===== src/rtl/asip_pkg.sv =====
// asip_pkg: shared opcodes, select encodings, FSM state and opcode-class types for the stepper ASIP.
package asip_pkg;
    localparam int IW    = 8;
    localparam int OPC_W = 4;

    localparam logic [OPC_W-1:0] OP_NOP  = 4'h0;
    localparam logic [OPC_W-1:0] OP_MOV  = 4'h1;
    localparam logic [OPC_W-1:0] OP_ADD  = 4'h2;
    localparam logic [OPC_W-1:0] OP_SUB  = 4'h3;
    localparam logic [OPC_W-1:0] OP_LDI  = 4'h4;
    localparam logic [OPC_W-1:0] OP_IN   = 4'h5;
    localparam logic [OPC_W-1:0] OP_OUT  = 4'h6;
    localparam logic [OPC_W-1:0] OP_JZ   = 4'h7;
    localparam logic [OPC_W-1:0] OP_JMP  = 4'h8;
    localparam logic [OPC_W-1:0] OP_CALL = 4'h9;
    localparam logic [OPC_W-1:0] OP_WAIT = 4'hA;
    localparam logic [OPC_W-1:0] OP_HALT = 4'hF;

    localparam logic [1:0] WA_R0   = 2'd0;
    localparam logic [1:0] WA_RX   = 2'd1;
    localparam logic [1:0] WA_RY   = 2'd2;
    localparam logic [1:0] WA_LINK = 2'd3;

    localparam logic [1:0] WD_ALU  = 2'd0;
    localparam logic [1:0] WD_IMM  = 2'd1;
    localparam logic [1:0] WD_IN   = 2'd2;
    localparam logic [1:0] WD_PC   = 2'd3;

    localparam logic [1:0] ALU_PASS = 2'd0;
    localparam logic [1:0] ALU_ADD  = 2'd1;
    localparam logic [1:0] ALU_SUB  = 2'd2;

    typedef enum logic [3:0] {
        C_NOP, C_ALU, C_LDI, C_IN, C_OUT, C_JZ, C_JMP, C_CALL, C_WAIT, C_HALT, C_ILL
    } op_class_t;

    typedef enum logic [2:0] {
        S_FETCH, S_DECODE, S_EXEC, S_IMM, S_WB, S_WAIT, S_HALT
    } state_t;
endpackage


===== src/rtl/asip_opcode_decode.sv =====
// asip_opcode_decode: combinational opcode -> control class and ALU operation.
module asip_opcode_decode
    import asip_pkg::*;
(
    input  logic [OPC_W-1:0] opcode,
    output op_class_t        op_class,
    output logic [1:0]       alu_op
);
    always_comb begin
        case (opcode)
            OP_NOP:                 op_class = C_NOP;
            OP_MOV, OP_ADD, OP_SUB: op_class = C_ALU;
            OP_LDI:                 op_class = C_LDI;
            OP_IN:                  op_class = C_IN;
            OP_OUT:                 op_class = C_OUT;
            OP_JZ:                  op_class = C_JZ;
            OP_JMP:                 op_class = C_JMP;
            OP_CALL:                op_class = C_CALL;
            OP_WAIT:                op_class = C_WAIT;
            OP_HALT:                op_class = C_HALT;
            default:                op_class = C_ILL;
        endcase
        alu_op = opcode == OP_ADD ? ALU_ADD : opcode == OP_SUB ? ALU_SUB : ALU_PASS;
    end
endmodule


===== src/rtl/asip_control_fsm.sv =====
// asip_control_fsm: multi-cycle FETCH/DECODE/EXEC/WB sequencer of the stepper ASIP.
// Strobes are decoded from the registered state and IR, and forced low while reset_n is asserted.
module asip_control_fsm
    import asip_pkg::*;
(
    input  logic          clk,
    input  logic          reset_n,
    input  logic [IW-1:0] instr,
    input  logic          zero_flag,
    input  logic          step_done,
    output logic          ir_load,
    output logic          pc_inc,
    output logic          pc_load,
    output logic          imm_load,
    output logic          reg_write,
    output logic [1:0]    wa_sel,
    output logic [1:0]    wd_sel,
    output logic [1:0]    alu_op,
    output logic          out_load,
    output logic          illegal,
    output logic          halted
);
    state_t        state;
    logic [IW-1:0] ir;
    logic          zf;
    op_class_t     op_class;
    logic [1:0]    dec_alu;
    logic          unused_fields;

    // rx/ry select fields are consumed by the datapath, not by the sequencer
    assign unused_fields = ^ir[IW-OPC_W-1:0];

    asip_opcode_decode u_dec (
        .opcode   (ir[IW-1 -: OPC_W]),
        .op_class (op_class),
        .alu_op   (dec_alu)
    );

    always_ff @(posedge clk or negedge reset_n) begin
        if (!reset_n) begin
            state <= S_FETCH;
            ir    <= '0;
            zf    <= 1'b0;
        end else begin
            case (state)
                S_FETCH: begin
                    ir    <= instr;
                    state <= S_DECODE;
                end
                S_DECODE: state <= S_EXEC;
                S_EXEC: begin
                    zf <= zero_flag;
                    case (op_class)
                        C_ALU, C_IN:                 state <= S_WB;
                        C_LDI, C_JZ, C_JMP, C_CALL:  state <= S_IMM;
                        C_WAIT:                      state <= S_WAIT;
                        C_HALT:                      state <= S_HALT;
                        default:                     state <= S_FETCH;
                    endcase
                end
                S_IMM:   state <= S_WB;
                S_WB:    state <= S_FETCH;
                // a step_done pulse seen before entering this state is deliberately dropped
                S_WAIT:  state <= step_done ? S_FETCH : S_WAIT;
                S_HALT:  state <= S_HALT;
                default: state <= S_FETCH;
            endcase
        end
    end

    always_comb begin
        ir_load   = reset_n && state == S_FETCH;
        pc_inc    = reset_n && (state == S_FETCH || state == S_IMM);
        imm_load  = reset_n && state == S_IMM;
        pc_load   = reset_n && state == S_WB &&
                    (op_class == C_JMP || op_class == C_CALL || (op_class == C_JZ && zf));
        reg_write = reset_n && state == S_WB && op_class inside {C_ALU, C_LDI, C_IN, C_CALL};
        wa_sel    = !reg_write ? WA_R0 : op_class == C_ALU ? WA_RX : op_class == C_IN ? WA_RY :
                    op_class == C_CALL ? WA_LINK : WA_R0;
        wd_sel    = !reg_write ? WD_ALU : op_class == C_LDI ? WD_IMM : op_class == C_IN ? WD_IN :
                    op_class == C_CALL ? WD_PC : WD_ALU;
        alu_op    = reset_n && op_class == C_ALU && (state == S_EXEC || state == S_WB) ? dec_alu : ALU_PASS;
        out_load  = reset_n && state == S_EXEC && op_class == C_OUT;
        illegal   = reset_n && state == S_EXEC && op_class == C_ILL;
        halted    = reset_n && state == S_HALT;
    end
endmodule


===== config.mk =====
export PLATFORM = sky130hd
export DESIGN_NAME = asip_control_fsm
export DESIGN_NICKNAME = d
export VERILOG_FILES = /design/src/rtl/asip_pkg.sv /design/src/rtl/asip_opcode_decode.sv /design/src/rtl/asip_control_fsm.sv
export SDC_FILE = /design/constraint.sdc
export NUM_CORES = 1
export LEC_CHECK = 0
export ABC_AREA = 1
export CORE_UTILIZATION = 37
export CTS_CLUSTER_SIZE = 30
export DETAILED_ROUTE_END_ITERATION = 16
export PLACE_DENSITY = 0.71
export SETUP_SLACK_MARGIN = 0.2
export SYNTH_ARGS = -nofsm -noshare
export SYNTH_HDL_FRONTEND = slang
export SYNTH_SLANG_ARGS = --single-unit

===== constraint.sdc =====
create_clock -name clk -period 1.1 [get_ports clk]
set_input_delay 0.11 -clock clk [delete_from_list [all_inputs] [get_ports clk]]
set_output_delay 0.11 -clock clk [all_outputs]
set_load 0.02 [all_outputs]

==> results of run 1 <==
how the worst max path moves through the flow:
| stage | from | end |
|---|---|---|
| 6_report | ir[5] | reg_write |
| 5_1_grt | ir[4] | reg_write |
| 4_1_cts | ir[4] | reg_write |
| 3_5_place_dp | reset_n | wd_sel[0] |
| 3_3_place_gp | reset_n | wd_sel[0] |
| 2_1_floorplan | ir[5] | reg_write |
power by group:
group	switching [mW]	internal (mW)	total (mW)
clock network	0.0912	0.124	0.215
logic	2.06	1.74	3.80
registers	0.238	0.448	0.687
synthesized netlist by cell type, drive strengths merged:
cell type	number
nand2	31
inv	19
nor2	15
nand3	10
dfrtp	8
o21ai	6
a21oi	4
nor3	4
nand4	2
a21boi	1
nor4	1
o211ai	1
o21bai	1
metal layers:
| metal | share of wire | wire length, um | vias up | global-route usage |
|---|---|---|---|---|
| li1 | - | - | 458 | - |
| met1 | 0.36 | 1150 | 506 | 0.347 |
| met2 | 0.52 | 1670 | 73 | 0.487 |
| met3 | 0.084 | 270 | 16 | 0.0333 |
| met4 | 0.039 | 125 | 0 | 0.119 |
| met5 | 0 | 0 | - | 0 |
metrics by stage:
| step | TNS (ns) | worst slack (ns) |
|---|---|---|
| 4_1_cts | -7.73 | -0.586 |
| 3_3_place_gp | -10.89 | -0.791 |
| 2_1_floorplan | -1.98 | -0.247 |
| 6_report | -10.13 | -0.803 |
| 3_5_place_dp | -11.56 | -0.852 |
| 5_1_grt | -11.08 | -0.841 |
worst max-delay path: stages (launching register included):
cell	delay [ns]
dfrtp_2	0.48
o211ai_1	0.40
nand2_1	0.17
o21ai_4	0.24
inv_1	0.11
buf_6	0.14
final cells by class:
class	count	area, sq um	area share
Clock buffer	3	22.5	0.0155
Inverter	19	76.3	0.0525
Multi-Input combinational cell	76	594	0.408
Sequential cell	8	203	0.139
Tap cell	16	20.0	0.0138
Timing Repair Buffer	61	539	0.371
kinds of logic after synthesis:
family | Yosys count | share of synthesized area
flops | 8 | 0.311
buf+inv | 19 | 0.111
compound gates | 13 | 0.125
simple gates | 63 | 0.453
state kept, by name, indices dropped and copies added (netlist names):
signal / cells
ir: 4
state: 3
zf: 1
timing repair:
| action | 4_1_cts | 5_1_grt |
|---|---|---|
| pin swaps | 10 | 12 |
| setup endpoints to repair | 22 | 22 |
| cloned | 1 | 0 |
| resized for setup | 102 | 23 |
| setup buffers | 4 | 5 |
==> results.md, run 1 <==
- Initial antenna violation count: 0
- Hold crit path type: in2async
- Post-synthesis to final-layout area growth: 126%
- Avg Vias per Cell: 5.75
- Placer Congestion: 0.818
- Flops & latches, synth: 8
- Num rows: 14
- Iter 0 DRT Violations: 67
- Clock slew at reported path FFs: 0.05 ns
- Top cells by area, synth: dfrtp_1 (31%), nand2_1 (17%), inv_1 (9.9%)
- Worst r2r path cells: 11
- Final non-filler cell total: 183
- Clock buffer depth: 2
- First-pass iteration count of the detailed router: 10
- # clock sinks: 8
- Net Count, Synth: 115
- Commonest non-fill, non-tap cell in the layout: buf_4
- Area after DPL: 0.00120 sq mm
- VDD IR max: 2350 uV
- Skew-Pair Late Insertion Delay: 0.25 ns
- Syn avg cell area: 6.24 sq um
- Vias: 1053
- FF-to-FF Start: ir[6]
- Period minus WS final: 1.90 ns
- Core area: 0.00156 sq mm
- Inst Count DP: 170
- Reg2reg setup slack: -0.50 ns
- Nets: 181
- Seq/Total Area, Yosys: 0.311
- Setup violators final: 22
- Initial core utilization: 0.413
- Syn Inst Count: 103
- Static Leakage: 0.706 nW
- Yosys top cell by area: dfrtp_1
- Number of fill cells in the layout: 55
- ANT nets after route: 0
- Htree depth: 1
- Hold buffers post-CTS: 0
- PortBufs: 21
- DIE WIDTH: 43.7 um
- DRC violations left: 5
- Num CTS Buffers: 3
- Tot GR Track Use: 0.280
- Critical R2R Capture: state[0]
- WS Path Type: reg2out
- Post-synthesis cell type count: 19
- Max-cap violations: 0
- Die area: 0.00191 sq mm
- Clock root buffer: clkbuf_4
- Vias in the first global route: 886
- Detailed placement HPWL: 1.59 mm
- Finished layout cell area: 0.00146 sq mm
- Layout cells sized above 1: 0.695
- Clock Skew: 0.000985 ns
- I/O pin count: 26
- Final WL: 3.22 mm
- Worst-Margin Slew: 0.405 ns
- Final Hold Fails: 0
- Critical Path Source Type: flop
- Diodes inserted: 0
- Power Density: 3230 mW/mm^2
- Total overflow reported by the global router: 0
- Most frequent cells in the layout: buf_4 (37), nand2_1 (17), buf_6 (17)
- CP Data Required Time: 0.99 ns
- Critical path capture point type: primary output
- Worst relative slew slack: 0.729
- Final WS setup: -0.803 ns
- Max frequency: 0.525 GHz
- Final core occ: 0.933
- First-pass GRT wire length: 3.91 mm
- Final Cycle Share: 1.73
- Final Power: 4.70 mW
- Share of the synthesized area in the top cell type: 0.311
- Failing checks: DRC, setup timing
- Per-cell routed wire length: 17.6 um
- Final hold slack: 0.177 ns
- Synth Cell Area: 643 sq um
- WP data arrival: 1.79 ns
- Status: finished with violations
- Chip height: 43.7 um
- RSZ-0062 raised after global routing: yes
- CTS tree: yes
- Worst-path fanout max: 6
- Largest net degree at the start of global routing: 9
- Max Slew Vio Count: 0
- Total of warnings raised by yosys: 0
Power figures use the tool's default switching activity.
==> run 2, diff against run 1 <==
--- a/config.mk
+++ b/config.mk
@@ -9,7 +9,7 @@
 export CORE_UTILIZATION = 37
 export CTS_CLUSTER_SIZE = 30
 export DETAILED_ROUTE_END_ITERATION = 16
-export PLACE_DENSITY = 0.71
+export PLACE_DENSITY = 0.7
 export SETUP_SLACK_MARGIN = 0.2
 export SYNTH_ARGS = -nofsm -noshare
 export SYNTH_HDL_FRONTEND = slang
==> run 2 against run 1 <==
Against the previous run:
- the run still ends with DRC, setup timing left
- worst hold slack gained 0.0097 ns
- flip-flop and latch count is the same
- critical path depth grew 3
- design area grew 2.7%
- critical path type unchanged
- critical endpoint is now wa_sel[0]
==> results.md, run 2 (same netlist as run 1, synthesis figures left out) <==
- Detailed placement HPWL: 1.62 mm (+2.0%)
- First-pass iteration count of the detailed router: 12 (+2)
- Final core occ: 0.958 (+0.0249)
- Final WS setup: -0.721 ns (+0.0823 ns)
- Final Hold Fails: 0 (unchanged)
- Tot GR Track Use: 0.337 (+0.0573)
- Critical Path Source Type: flop
- Logic pwr share: 0.820 (+0.012)
- Nets: 187 (+3.3%)
- Most flops, register: ir
- Post-synthesis to final-layout area growth: 132%
- WS Path Type: reg2out
- Vias: 1090 (+3.5%)
- Most frequent cells in the layout: buf_4 (39), buf_6 (21), nand2_1 (20)
- Clock Skew: 0.00113 ns (+0.000145 ns)
- Max-cap violations: 0 (unchanged)
- Skew-Pair Late Insertion Delay: 0.24 ns (about the same)
- Worst-path fanout max: 5 (-1)
- Clk network pwr share: 0.043 (-0.003)
- Initial antenna violation count: 0 (unchanged)
- FF-to-FF Start: ir[4]
- Switching Fraction: 0.508 (-0.000817)
- Internal power: 2.41 mW (+4.4%)
- DIE WIDTH: 43.7 um (unchanged)
- Initial core utilization: 0.413 (unchanged)
- Power Density: 3280 mW/mm^2 (+1.5%)
- Num CTS Buffers: 3 (unchanged)
- Htree depth: 1 (unchanged)
- Layout cells sized above 1: 0.694 (-0.000969)
- Largest net degree at the start of global routing: 9 (unchanged)
- Hold crit path type: in2async
- Critical R2R Capture: state[1]
- Per-cell routed wire length: 19.4 um (+10%)
- WP data arrival: 1.71 ns (-0.08 ns)
- Final Cycle Share: 1.66 (-0.0749)
- Diodes inserted: 0 (unchanged)
- Die area: 0.00191 sq mm (unchanged)
- Clock buffer depth: 2 (unchanged)
- First-pass GRT wire length: 4.51 mm (+15%)
- Avg Vias per Cell: 5.77 (+0.23%)
- # clock sinks: 8 (unchanged)
- CTS tree: yes
- Worst relative slew slack: 0.698 (-0.0308)
- Worst-Margin Slew: 0.449 ns (+0.0439 ns)
- Static Leakage: 0.735 nW (+4.1%)
- Chip height: 43.7 um (unchanged)
- Biggest regs: ir x4, state x3, zf x1
- Core area: 0.00156 sq mm (unchanged)
- Final hold slack: 0.187 ns (+0.00966 ns)
- Vias in the first global route: 953 (+7.6%)
- Iter 0 DRT Violations: 43 (-36%)
- DRC violations left: 2 (-3)
- Hold buffers post-CTS: 0 (unchanged)
- Psw: 2.49 mW (+4.1%)
- Clock slew at reported path FFs: 0.05 ns (about the same)
- Num rows: 14 (unchanged)
- Critical path capture point type: primary output
- Period minus WS final: 1.82 ns (-0.0823 ns)
- Failing checks: DRC, setup timing
- Clock root buffer: clkbuf_4
- Max frequency: 0.549 GHz (+4.5%)
- PortBufs: 21 (unchanged)
- Max reg flops: 4 (unchanged)
- ANT nets after route: 0 (unchanged)
- Worst r2r path cells: 11 (unchanged)
- CP Data Required Time: 0.99 ns (about the same)
- Status: finished with violations
- Flop pwr share: 0.136 (-0.010)
- Total overflow reported by the global router: 0 (unchanged)
- Final WL: 3.66 mm (+14%)
- Reg2reg setup slack: -0.56 ns (-0.06 ns)
- VDD IR max: 2250 uV (-4.5%)
- I/O pin count: 26 (unchanged)
- Number of fill cells in the layout: 37 (-33%)
- RSZ-0062 raised after global routing: yes
- Commonest non-fill, non-tap cell in the layout: buf_4
- Setup violators final: 21 (-4.5%)
- Placer Congestion: 0.786 (-3.9%)
- Max Slew Vio Count: 0 (unchanged)
-- run 2: worst max-delay path: stages (launching register included) --
cell	delay [ns]
dfrtp_1	0.40
inv_1	0.18
nand2_1	0.11
nand2_2	0.10
nand3_2	0.12
nor2_4	0.17
o21ai_4	0.10
a21oi_2	0.13
buf_4	0.16
-- run 2: worst max-delay path by stage --
stage | cells after the start | startpoint | to
after CTS | 7 | ir[6] | wa_sel[0]
after global routing | 8 | ir[4] | wd_sel[0]
after global placement | 6 | reset_n | wd_sel[0]
after floorplan | 4 | ir[5] | reg_write
after detailed placement | 6 | reset_n | wa_sel[0]
final | 8 | ir[4] | wa_sel[0]
-- run 2: per-layer routing --
layer  wire length, um  GRT usage  part of all wire
met1              1290      0.395              0.35
met2              1830      0.558              0.50
met3               299     0.0583             0.082
met4               243      0.231             0.066
met5                 0          0                 0
-- run 2: per-stage QoR --
| stage | TNS (ns) | total power, mW | instances | instance area, sq um | setup slack, ns |
|---|---|---|---|---|---|
| floorplan | -1.98 | 2.03 | 103 | 744 | -0.247 |
| global placement | -11.68 | 3.18 | 172 | 1210 | -0.878 |
| detailed placement | -12.08 | 3.24 | 172 | 1210 | -0.890 |
| CTS | -8.14 | 4.17 | 185 | 1410 | -0.587 |
| global route | -10.96 | 5.07 | 189 | 1490 | -0.743 |
| finish | -10.22 | 4.90 | 189 | 1490 | -0.721 |
-- run 2: what timing repair did --
action | in CTS | in global routing
cloned | 1 | 0
gates resized for setup | 103 | 21
pin swaps | 16 | 11
setup buffers | 9 | 4
endpoints found under the setup margin | 22 | 22
-- run 2: final cells by class --
type	count	area, sq um	share of cell area
Clock buffer	3	22.5	0.0151
Inverter	19	76.3	0.0511
Multi-Input combinational cell	76	572	0.383
Sequential cell	8	204	0.137
Tap cell	16	20.0	0.0134
Timing Repair Buffer	67	599	0.401
-- run 2: power by group through the flow --
stage	Clock (mW)	Combinational (mW)	Sequential [mW]
after global placement	0	2.58	0.595
after floorplan	0	1.44	0.585
after global routing	0.222	4.18	0.671
after detailed placement	0	2.64	0.605
after CTS	0.222	3.34	0.610
final	0.212	4.02	0.668
